<file path="src/rtl/fetch_stage.sv">
// Instruction-fetch stage: PC register, combinational imem addressing and a 2-entry
// {pc, inst} skid buffer toward decode. Optional stall counter under FETCH_STALL_CNT_EN.
module fetch_stage #(
  parameter int          ADDR_W   = 6,
  parameter logic [31:0] RESET_PC = 32'h0000_0004
) (
  input  logic              clk,
  input  logic              rst_n,
  output logic [ADDR_W-1:0] imem_addr,
  input  logic [31:0]       imem_data,
  input  logic              redirect_valid,
  input  logic [31:0]       redirect_pc,
  output logic              id_valid,
  input  logic              id_ready,
  output logic [31:0]       id_inst,
  output logic [31:0]       id_pc,
  output logic [31:0]       id_pc_plus4,
  output logic              misalign_err
`ifdef FETCH_STALL_CNT_EN
  ,
  output logic [15:0]       stall_cnt
`endif
);

  logic [31:0] pc;
  logic [1:0]  count;
  logic [1:0]  count_next;
  logic [31:0] slot0_pc;
  logic [31:0] slot0_inst;
  logic [31:0] slot1_pc;
  logic [31:0] slot1_inst;
  logic        pop;
  logic        push;

  assign imem_addr   = pc[ADDR_W+1:2];
  assign id_pc       = slot0_pc;
  assign id_inst     = slot0_inst;
  // Gated so the plus-4 output reads zero while the buffer is empty (including reset).
  assign id_pc_plus4 = id_valid ? (slot0_pc + 32'd4) : 32'd0;

  // Handshake decode and next occupancy; a redirect empties the buffer.
  always_comb begin
    pop        = id_valid & id_ready;
    push       = !redirect_valid & ((count < 2'd2) | pop);
    count_next = count;
    if (redirect_valid) begin
      count_next = 2'd0;
    end else if (push && !pop) begin
      count_next = count + 2'd1;
    end else if (pop && !push) begin
      count_next = count - 2'd1;
    end else begin
      count_next = count;
    end
  end

  // PC, buffer occupancy, entry shifting and misalignment flag.
  always_ff @(posedge clk or negedge rst_n) begin
    if (!rst_n) begin
      pc           <= RESET_PC;
      count        <= 2'd0;
      id_valid     <= 1'b0;
      misalign_err <= 1'b0;
      slot0_pc     <= 32'd0;
      slot0_inst   <= 32'd0;
      slot1_pc     <= 32'd0;
      slot1_inst   <= 32'd0;
    end else begin
      misalign_err <= redirect_valid & (redirect_pc[1:0] != 2'b00);
      count        <= count_next;
      id_valid     <= (count_next != 2'd0);
      if (redirect_valid) begin
        pc <= {redirect_pc[31:2], 2'b00};
      end else if (push) begin
        pc <= pc + 32'd4;
      end else begin
        pc <= pc;
      end
      if (!redirect_valid) begin
        case ({push, pop})
          2'b10: begin
            if (count == 2'd0) begin
              slot0_pc   <= pc;
              slot0_inst <= imem_data;
            end else begin
              slot1_pc   <= pc;
              slot1_inst <= imem_data;
            end
          end
          2'b01: begin
            slot0_pc   <= slot1_pc;
            slot0_inst <= slot1_inst;
          end
          2'b11: begin
            // With a full buffer the freed slot is refilled on the same edge.
            if (count == 2'd1) begin
              slot0_pc   <= pc;
              slot0_inst <= imem_data;
            end else begin
              slot0_pc   <= slot1_pc;
              slot0_inst <= slot1_inst;
              slot1_pc   <= pc;
              slot1_inst <= imem_data;
            end
          end
          default: begin
          end
        endcase
      end
    end
  end

`ifdef FETCH_STALL_CNT_EN
  // Saturating count of cycles where decode holds off a valid instruction.
  always_ff @(posedge clk or negedge rst_n) begin
    if (!rst_n) begin
      stall_cnt <= 16'd0;
    end else if (id_valid && !id_ready && (stall_cnt != 16'hFFFF)) begin
      stall_cnt <= stall_cnt + 16'd1;
    end else begin
      stall_cnt <= stall_cnt;
    end
  end
`endif

endmodule

</file>
<file path="config.mk">
export PLATFORM = sky130hd
export DESIGN_NAME = fetch_stage
export DESIGN_NICKNAME = d
export VERILOG_FILES = /design/src/rtl/fetch_stage.sv
export SDC_FILE = /design/constraint.sdc
export NUM_CORES = 1
export LEC_CHECK = 0
export BUFFER_PORTS_ARGS = -buffer_cell sky130_fd_sc_hd__buf_2
export CAP_MARGIN = 15
export CORE_MARGIN = 3
export CORE_UTILIZATION = 49
export CTS_BUF_LIST = sky130_fd_sc_hd__clkbuf_4 sky130_fd_sc_hd__clkbuf_8
export DETAILED_ROUTE_END_ITERATION = 10
export PLACE_DENSITY_LB_ADDON = 0.3
export SLEW_MARGIN = 20
export SYNTH_ARGS = -nofsm -noshare
export SYNTH_HDL_FRONTEND = slang
export SYNTH_SLANG_ARGS = --single-unit
export TNS_END_PERCENT = 1
</file>
<file path="constraint.sdc">
create_clock -name clk -period 2.25 [get_ports clk]
set_input_delay 0.225 -clock clk [delete_from_list [all_inputs] [get_ports clk]]
set_output_delay 0.225 -clock clk [all_outputs]
set_load 0.01 [all_outputs]
</file>
# --- Word-level counts from Yosys, hierarchy flattened ---
# Cells that the tools add are included.
# Widths: inputs -> output; s select.
word_totals:
  ff_bits: 164
  inputBits: 68
  out_inout_bits: 104
  wordCells: 56
op_classes:
  n_addsub: 4
  n_lt_le_gt_ge: 1
  eq_ne: 7
  n_mux: 18
  bitwise: 5
  reduce_logical: 13
op_table:
  columns: ["cell", "n"]
  rows:
  - ["$mux 32", 11]
  - ["$pmux 32 s3", 2]
  - ["$pmux 32 s2", 2]
  - ["$add 32x3->32 const B", 2]
  - ["$reduce_bool 2->1", 4]
  - ["$mux 2", 3]
  - ["$ne 2x2->1 const B", 3]
  - ["$eq 2x1->1 const B", 2]
  - ["$eq 2x2->1 const B", 2]
  - ["$reduce_and 4->1", 1]
  - ["$and 1x1->1", 3]
  - ["$logic_not 1->1", 3]
  - ["$reduce_and 3->1", 1]
  - ["$reduce_bool 3->1", 1]
  - ["$add 2x1->2 const B", 1]
  - ["$logic_and 1x1->1", 2]
  - ["$logic_not 2->1", 1]
  - ["$lt 2x2->1 const B", 1]
  - ["$sub 2x1->2 const B", 1]
  - ["$not 1->1", 1]
  - ["$or 1x1->1", 1]

# --- Logic depth before layout (Yosys ltp) ---
# Gate-level depths: netlist (run 1).
depth:
  word_depth: 9
  ltp_mapped: 7
  mapped_depth_nobuf: 6

# --- Worst setup path before layout (run 1) ---
# No wires, ideal clock.
synth_timing:
  path_type: "reg-to-output"
  from: "register slot0_pc[18] (netlist: id_pc[18])"
  to: "output port id_pc_plus4[30]"
  arrival_ns: 1.993
  required_time_ns: 2.025
  slack_ns: 0.032
  stages_incl_launch_ff: 6
  path_buffers: 1
  cell_sequence: "dfrtp_1 -> nand4_1 -> or4_4 -> buf_6 -> or4_1 -> a21oi_1"
synth_between:
  elab_chain_cells: 2
synth_lines:
  columns: ["element", "line_no", "rtl"]
  rows:
  - ["from (decl)", "28", "logic [31:0] slot0_pc;"]
  - ["from (signal assigned)", "83", "slot0_pc <= pc;"]
  - ["from (signal assigned)", "91", "slot0_pc <= slot1_pc;"]
  - ["from (signal assigned)", "97", "slot0_pc <= pc;"]
  - ["$add 32x3->32", "39", "assign id_pc_plus4 = id_valid ? (slot0_pc + 32'd4) : 32'd0;"]
  - ["$mux 32", "39", null]
  - ["to (decl)", "17", "output logic [31:0] id_pc_plus4,"]
# No other way between the ends.

# --- Final worst setup path (run 1) ---
layout_timing:
  from: "register slot0_pc[7] (netlist: id_pc[7])"
  to: "output port id_pc_plus4[19]"
# Same word-level chain as after synthesis.

==> parameters.txt, run 1 <==
Parameter                              Value

CTS
  CTS H-tree lvls    4
  Number of buffers created by CTS    17
  Buffer levels on the longest clock path    2
  TritonCTS clock tree    built
  Clk root buf    clkbuf_8
  Insertion delay of the later-clocked pin in the worst-skew pair    approximately 440 ps
  Clock slew at reported path FFs    approximately 90 ps
  Clock Sinks    about 160

Cells and area
  Cell Count, Final, Fillers Out    around 1200
  Share of post-route cells with drive strength above 1    between 30% and 40%
  Filler Cells Inserted    approximately 1200
  Antenna cell count    0
  Post-layout nets    approximately 1100
  Fin util    roughly two thirds
  Layout area overhead    30.7%

STA
  Final-report setup violation count    17
  Worst-case headroom to the max-slew limit    about two thirds
  Tightest hold margin    between 30 and 40 ps
  Unrepaired setup endpoints after global routing    yes
  Least-Margin Pin Slew    499 ps
  Period utilization    113%
  Final setup skew    between 10 and 15 ps
  Min Tclk post-route    2550 ps
  Worst Setup Slack, final    -303 ps
  Total negative setup slack    -3650 ps
  Timing-limited maximum frequency    approximately 390 MHz
  Pins Over Slew Limit    0
  Final hold violation count    0

Global route
  Remaining global-route overflow    0
  All-Layer GR Usage    a little over a fifth
  Via count of the first global-routing pass    ~6400
  Initial antenna violation count    3
  Global-route wire length before repair    around 32000 µm
  Largest net degree at the start of global routing    65

Power
  VDD IR-drop max    roughly 0.70 mV
  Total power consumption of the routed design    13.0 mW
  Power Density    ~1300 nW/µm²
  Switching Fraction    between 30% and 40%
  Proportion of power drawn by the clock network    16.4%
  Internal Pwr Total    roughly 8.0 mW
  Reported net switching power    approximately 5.0 mW
  Sequential share of power    between 30 and 40%
  Gate power share    46.6%
  Cell leakage power    around 4.4 nW

Flow run
  Max-capacitance violation count    0

Logic synthesis
  Fraction of synthesis flops using an asynchronous set or reset pin    100%
  Number of synthesized flops with an enable pin    0
  Most common library cells after synthesis    158 x dfrtp_1, 97 x nor2_1, 83 x a21oi_1
  Number of nets produced by synthesis    ~840
  Synth warnings    0
  Share of the synthesized area in the top cell type    between 40% and 50%
  Post-synthesis instance area    approximately 8000 µm²
  Synth unique cells    42
  Number of register bits inferred by synthesis    159
  Post-synth top area cell    dfrtp_1
  Cell types occupying the most area after synthesis    dfrtp_1 50%, mux2_2 8.8%, mux2i_1 8.3%
  Mean post-synth cell area    10.4 µm²
  Dominant cell by count in the synthesized netlist    dfrtp_1
  Number of instances in the synthesized netlist    between 700 and 800
  Share of the yosys chip area belonging to registers    around half
  Main flop type after synthesis    dfrtp_1

Detailed routing
  Post-DRT Antenna Nets    0
  Routed via count    between 6000 and 7000
  Routed vias/inst    5.39
  Detail-routed net length per standard cell    ~15 µm
  Number of violations reported at the end of detailed-routing iteration 0    approximately 290
  Total Wirelength    around 19000 µm
  Number of detailed-route iterations in the first pass    5
  Residual DRC count    0

Floorplan
  Count of pins on the block boundary    172
  Cell Rows    45
  Die W    133 µm
  Die boundary height    ~130 µm
  Initial Util    about half
  Die outline area    ~18000 µm²
  Floorplan core area    roughly 16000 µm²

Min path
  Kind of path behind the tightest hold check    in -> reg

Setup path
  Required arrival time at the worst endpoint    just over 2000 ps
  Worst path cell trace    nand4_1 > or4_4 > buf_6 > or4_4 > a21oi_2 > buf_2
  Largest incremental delay on the critical path    between 500 and 600 ps
  Type of the setup path with the least slack    reg -> out
  Category of cells accounting for the largest share of critical-path delay    simple AND/OR/NAND/NOR gates
  Slowest cell on the critical path    or4_4
  Crit Path Max Fanout    5
  Type of element launching the critical path    register
  Crit path buf inv count    2
  Crit-path most repeated cell    or4_4
  Setup crit end kind    output port
  Critical path data arrival time    roughly 2300 ps

Placement
  # placed instances    between 1000 and 1500
  HPWL after detailed placement    12900 µm
  Final weighted congestion in routability-driven placement    about 0.82
  Port Buf Inserts    approximately 170

Status
  Run status    finished, violations left
  Violated checks    negative setup slack
metal layers:
| layer | global-route usage (%) | wire length (µm) |
|---|---|---|
| met5 | 0 | 40 |
| met4 | 7.89 | 389 |
| met3 | 5.25 | 1210 |
| met2 | 35.0 | 8970 |
| met1 | 28.8 | 8450 |
metrics by stage:
| stage | worst slack [ps] | instance area [µm²] |
|---|---|---|
| floorplan | 32.1 | 7930 |
| global placement | 69.5 | 9390 |
| detailed placement | 58.4 | 9390 |
| CTS | -327 | 10300 |
| global route | -396 | 10400 |
| finish | -303 | 10400 |
cell usage in the layout, fill, tap and decap left out, types with 4 or more instances in the layout:
cell type | synthesis | layout
buf_2 | 20 | 172
dfrtp_1 | 158 | 158
nor2_1 | 97 | 97
a21oi_1 | 83 | 71
mux2i_1 | 66 | 66
mux2_2 | 62 | 62
buf_4 | 8 | 57
nand2_1 | 39 | 39
dlygate4sd3_1 | 0 | 39
or4_1 | 29 | 24
o31ai_1 | 24 | 22
o21ai_0 | 20 | 20
a31oi_1 | 18 | 18
clkbuf_8 | 0 | 18
xnor2_1 | 13 | 13
nand3_1 | 15 | 12
inv_1 | 11 | 11
nand4_1 | 11 | 11
a21oi_2 | 0 | 9
or3_1 | 8 | 8
xor2_1 | 8 | 8
buf_12 | 0 | 8
or4_4 | 1 | 6
nand2b_1 | 5 | 5
buf_6 | 1 | 5
and4_1 | 6 | 4
nor4_1 | 5 | 4
and2_1 | 4 | 4
nor3_1 | 4 | 4
inv_6 | 0 | 4
final cells by class:
type	instances	area, µm²	share of cell area [%]
Clock buffer	18	248	2.39
Clock inverter	14	156	1.51
Inverter	12	45.0	0.435
Multi-Input combinational cell	536	3780	36.4
Sequential cell	159	3980	38.4
Tap cell	211	264	2.55
Timing Repair Buffer	281	1900	18.3
what timing repair did:
action,in CTS,in global routing
endpoints found under the setup margin,18,28
hold buffers,38,1
buffers inserted,5,0
cloned,2,0
pin swaps,18,0
resized for setup,17,15
endpoints found under the hold margin,83,1
worst register-to-register path: stages (launching register included):
cell and delay [ps]:
dfstp_2 540, ha_1 160, nand2_1 70, or4_4 520, buf_6 170, or4_1 490, a31oi_1 180
power by group through the flow:
stage               Combinational (mW)  Clock (mW)  Sequential (mW)
floorplan                         3.25           0             5.14
global placement                  5.72           0             4.80
detailed placement                5.84           0             4.85
CTS                               6.02        2.20             4.81
global route                      6.66        2.31             4.99
finish                            6.06        2.13             4.82
path summary, 6_finish.rpt:
check                                                   to                  startpoint  depth (start not counted)  slack (ps)
worst max register to register          pc[18]$_DFFE_PN0N_           pc[2]$_DFFE_PN1N_                          6          50
worst max-delay path                       id_pc_plus4[19]        id_pc[7]$_DFFE_PN0P_                          6        -300
worst min-delay path             slot1_inst[9]$_DFFE_PN0P_                imem_data[9]                          2          30
worst min register to register  slot1_inst[20]$_DFFE_PN0P_  slot1_inst[20]$_DFFE_PN0P_                          1         510
min in group asynchronous           id_inst[3]$_DFFE_PN0P_                       rst_n                          2         310
max in group asynchronous       slot1_inst[25]$_DFFE_PN0P_                       rst_n                          3        1250
sequential cells by signal (all words and copies together), names as in the netlist:
register and cells:
count 2, id_inst 32, id_pc 31, id_valid 1, misalign_err 1, pc 30
slot1_inst 32, slot1_pc 30
cells by family after synthesis:
kind of cell / after synthesis / synth area share [%]
multiplexers: 128 / 17.1
AND/OR/NAND/NOR: 234 / 14.8
adder cells (fa/ha/maj): 4 / 0.631
buffers and inverters: 70 / 4.10
AO/OA/AOI/OAI: 149 / 10.8
XOR/XNOR: 21 / 2.32
flip-flops: 159 / 50.2
Power figures use the tool's default switching activity.
==> run 2: changes to the inputs <==
--- a/config.mk
+++ b/config.mk
@@ -8,7 +8,7 @@
 export BUFFER_PORTS_ARGS = -buffer_cell sky130_fd_sc_hd__buf_2
 export CAP_MARGIN = 15
 export CORE_MARGIN = 3
-export CORE_UTILIZATION = 49
+export CORE_UTILIZATION = 51
 export CTS_BUF_LIST = sky130_fd_sc_hd__clkbuf_4 sky130_fd_sc_hd__clkbuf_8
 export DETAILED_ROUTE_END_ITERATION = 10
 export PLACE_DENSITY_LB_ADDON = 0.3
==> parameters.txt, run 2 (synthesis gave the netlist of run 1 again) <==
Parameter                              Value

STA
  Period utilization    115% (+1.2 points)
  Final setup skew    7.96 ps (-3.81 ps)
  Final-report setup violation count    17 (unchanged)
  Unrepaired setup endpoints after global routing    yes
  Worst-case headroom to the max-slew limit    58.0% (-8.7 points)
  Pins Over Slew Limit    0 (unchanged)
  Timing-limited maximum frequency    388 MHz (-1.0%)
  Min Tclk post-route    2580 ps (+27.0 ps)
  Final hold violation count    0 (unchanged)
  Least-Margin Pin Slew    629 ps (+130 ps)
  Worst Setup Slack, final    -330 ps (-27.0 ps)

Detailed routing
  Total routed wire length on the met1 layer    8360 µm (-1.1%)
  Total met3 wirelength after detailed routing    1360 µm (+13%)
  Detail-routed net length per standard cell    16.0 µm (+3.2%)
  Total Wirelength    19200 µm (+0.88%)
  Number of detailed-route iterations in the first pass    5 (unchanged)
  Highest metal layer with signal wires    met5
  Met2 layer wire length in the routed design    9080 µm (+1.2%)
  Post-DRT Antenna Nets    0 (unchanged)
  Routed vias/inst    5.54 (+2.8%)
  Routed via count    6662 (+0.50%)
  Number of violations reported at the end of detailed-routing iteration 0    319 (+12%)
  Residual DRC count    0 (unchanged)

Power
  Proportion of power drawn by the clock network    16.5% (about the same)
  Reported net switching power    4.89 mW (-2.1%)
  VDD IR-drop max    0.763 mV (+9.3%)
  Sequential share of power    37.3% (+0.3 points)
  Gate power share    46.2% (-0.4 points)
  Cell leakage power    4.40 nW (about the same)
  Switching Fraction    37.6% (-0.79 points)
  Internal Pwr Total    8.11 mW (+1.2%)
  Power Density    1270 nW/µm² (+0.97%)

CTS
  CTS H-tree lvls    4 (unchanged)
  Insertion delay of the later-clocked pin in the worst-skew pair    450 ps (about the same)
  TritonCTS clock tree    built
  Clock slew at reported path FFs    80 ps (about the same)
  Clk root buf    clkbuf_8
  Number of buffers created by CTS    17 (unchanged)
  Buffer levels on the longest clock path    2 (unchanged)
  Clock Sinks    159 (unchanged)

Setup path
  Type of element launching the critical path    register
  Critical path data arrival time    2360 ps (+30 ps)
  Required arrival time at the worst endpoint    2030 ps (about the same)
  Number of cells traversed by the worst register-to-register path    6 (unchanged)
  Type of the setup path with the least slack    reg -> out
  Worst setup path startpoint    id_pc[4]$_DFFE_PN0P_
  Crit Path Max Fanout    18 (+13)
  Setup crit end kind    output port
  R2R Path Start    pc[2]$_DFFE_PN1N_

Placement
  Worst setup slack after placement    7.26 ps (-51.1 ps)
  HPWL after detailed placement    13100 µm (+1.2%)
  Port Buf Inserts    171 (unchanged)
  Final weighted congestion in routability-driven placement    0.838 (+2.0%)

Floorplan
  Die outline area    17100 µm² (-3.7%)
  Initial Util    53.3% (+2.3 points)
  Die boundary height    131 µm (-1.9%)
  Die W    131 µm (-1.9%)
  Cell Rows    44 (-2.2%)
  Count of pins on the block boundary    172 (unchanged)
  Floorplan core area    14900 µm² (-4.3%)

Cells and area
  Share of post-route cells with drive strength above 1    35.1% (-1.5 points)
  Layout area overhead    29.4%
  Post-layout nets    1078 (-0.093%)
  Antenna cell count    0 (unchanged)
  Most common cell after layout, fill and taps aside    buf_2
  Commonest non-fill, non-tap cells in the layout    169 x buf_2, 158 x dfrtp_1, 97 x nor2_1
  Fin util    69.0% (+2.3 points)

Flow run
  Max-capacitance violation count    0 (unchanged)

Global route
  Global-route wire length before repair    30700 µm (-2.9%)
  All-Layer GR Usage    22.8% (+1.0 points)
  Initial antenna violation count    2 (-1)
  Largest net degree at the start of global routing    66 (+1.5%)
  Remaining global-route overflow    0 (unchanged)
  Via count of the first global-routing pass    6212 (-3.6%)

Min path
  Hold wc startpoint    redirect_pc[10]
  Worst hold path depth    3 (+1)
  Kind of path behind the tightest hold check    in -> reg

Status
  Violated checks    negative setup slack
  Run status    finished, violations left
## run 2: cell types whose count changed in the layout (fill, tap and decap cells not counted), sizes merged
cell         before  now
or4              31   32
buf             242  239
inv              16   12
clkinvlp          3    1
dlygate4sd3      39   40
clkbuf           18   24
## run 2: what timing repair did
| item | CTS | global route |
|---|---|---|
| resized for setup | 11 | 5 |
| buffers inserted | 5 | 3 |
| hold buffers | 40 | 0 |
| endpoints found under the setup margin | 20 | 31 |
| endpoints found under the hold margin | 99 | 0 |
| pin swaps | 7 | 3 |
| cloned | 1 | 0 |
## run 2: power by group through the flow
stage | sequential, mW | clock [mW] | combinational [mW]
2_1_floorplan | 5.14 | 0 | 3.25
3_3_place_gp | 4.83 | 0 | 5.64
3_5_place_dp | 4.89 | 0 | 5.77
4_1_cts | 4.84 | 2.21 | 5.98
5_1_grt | 4.99 | 2.34 | 6.64
6_report | 4.85 | 2.15 | 6.00
## run 2: cell type report
class / instances / area [µm²]
fillers: 1141 / 4600
flip-flops and latches: 159 / 3980
multi-input cells: 537 / 3720
repair buffers: 279 / 1870
clock buffers: 24 / 312
well taps: 184 / 230
clock inverters: 8 / 104
inverters: 12 / 45.0
## run 2: final timing paths
path / to / slack [ps]
min in group asynchronous: slot1_inst[7]$_DFFE_PN0P_ / 350
worst max-delay path: id_pc_plus4[19] / -330
max in group asynchronous: pc[2]$_DFFE_PN1N_ / 1180
worst min-delay path: pc[10]$_DFFE_PN0N_ / 30
worst min register to register: slot1_pc[20]$_DFFE_PN0P_ / 510
worst max register to register: pc[18]$_DFFE_PN0N_ / 20
## run 2: worst max-delay path: stages (launching register included)
cell and delay, ps:
dfrtp_1 370, nand3_2 120, or4_4 540, buf_6 170, or4_1 430, a21oi_2 140, buf_2 140
## run 2: routing by layer
| metal | up-vias | global-route usage (%) |
|---|---|---|
| met5 | - | 0 |
| met1 | 3172 | 30.2 |
| met3 | 38 | 5.89 |
| met4 | 4 | 8.35 |
| met2 | 210 | 36.3 |
| li1 | 3238 | - |
## run 2: metrics by stage
step	power [mW]	TNS [ps]	hold slack [ps]	std cells	cell area [µm²]
floorplan	8.40	0	-70.6	765	7930
global placement	10.5	0	271	1122	9310
detailed placement	10.7	0	271	1122	9310
CTS	13.0	-4730	2.10	1200	10200
global route	14.0	-6970	17.2	1203	10300
finish	13.0	-4310	29.3	1203	10300
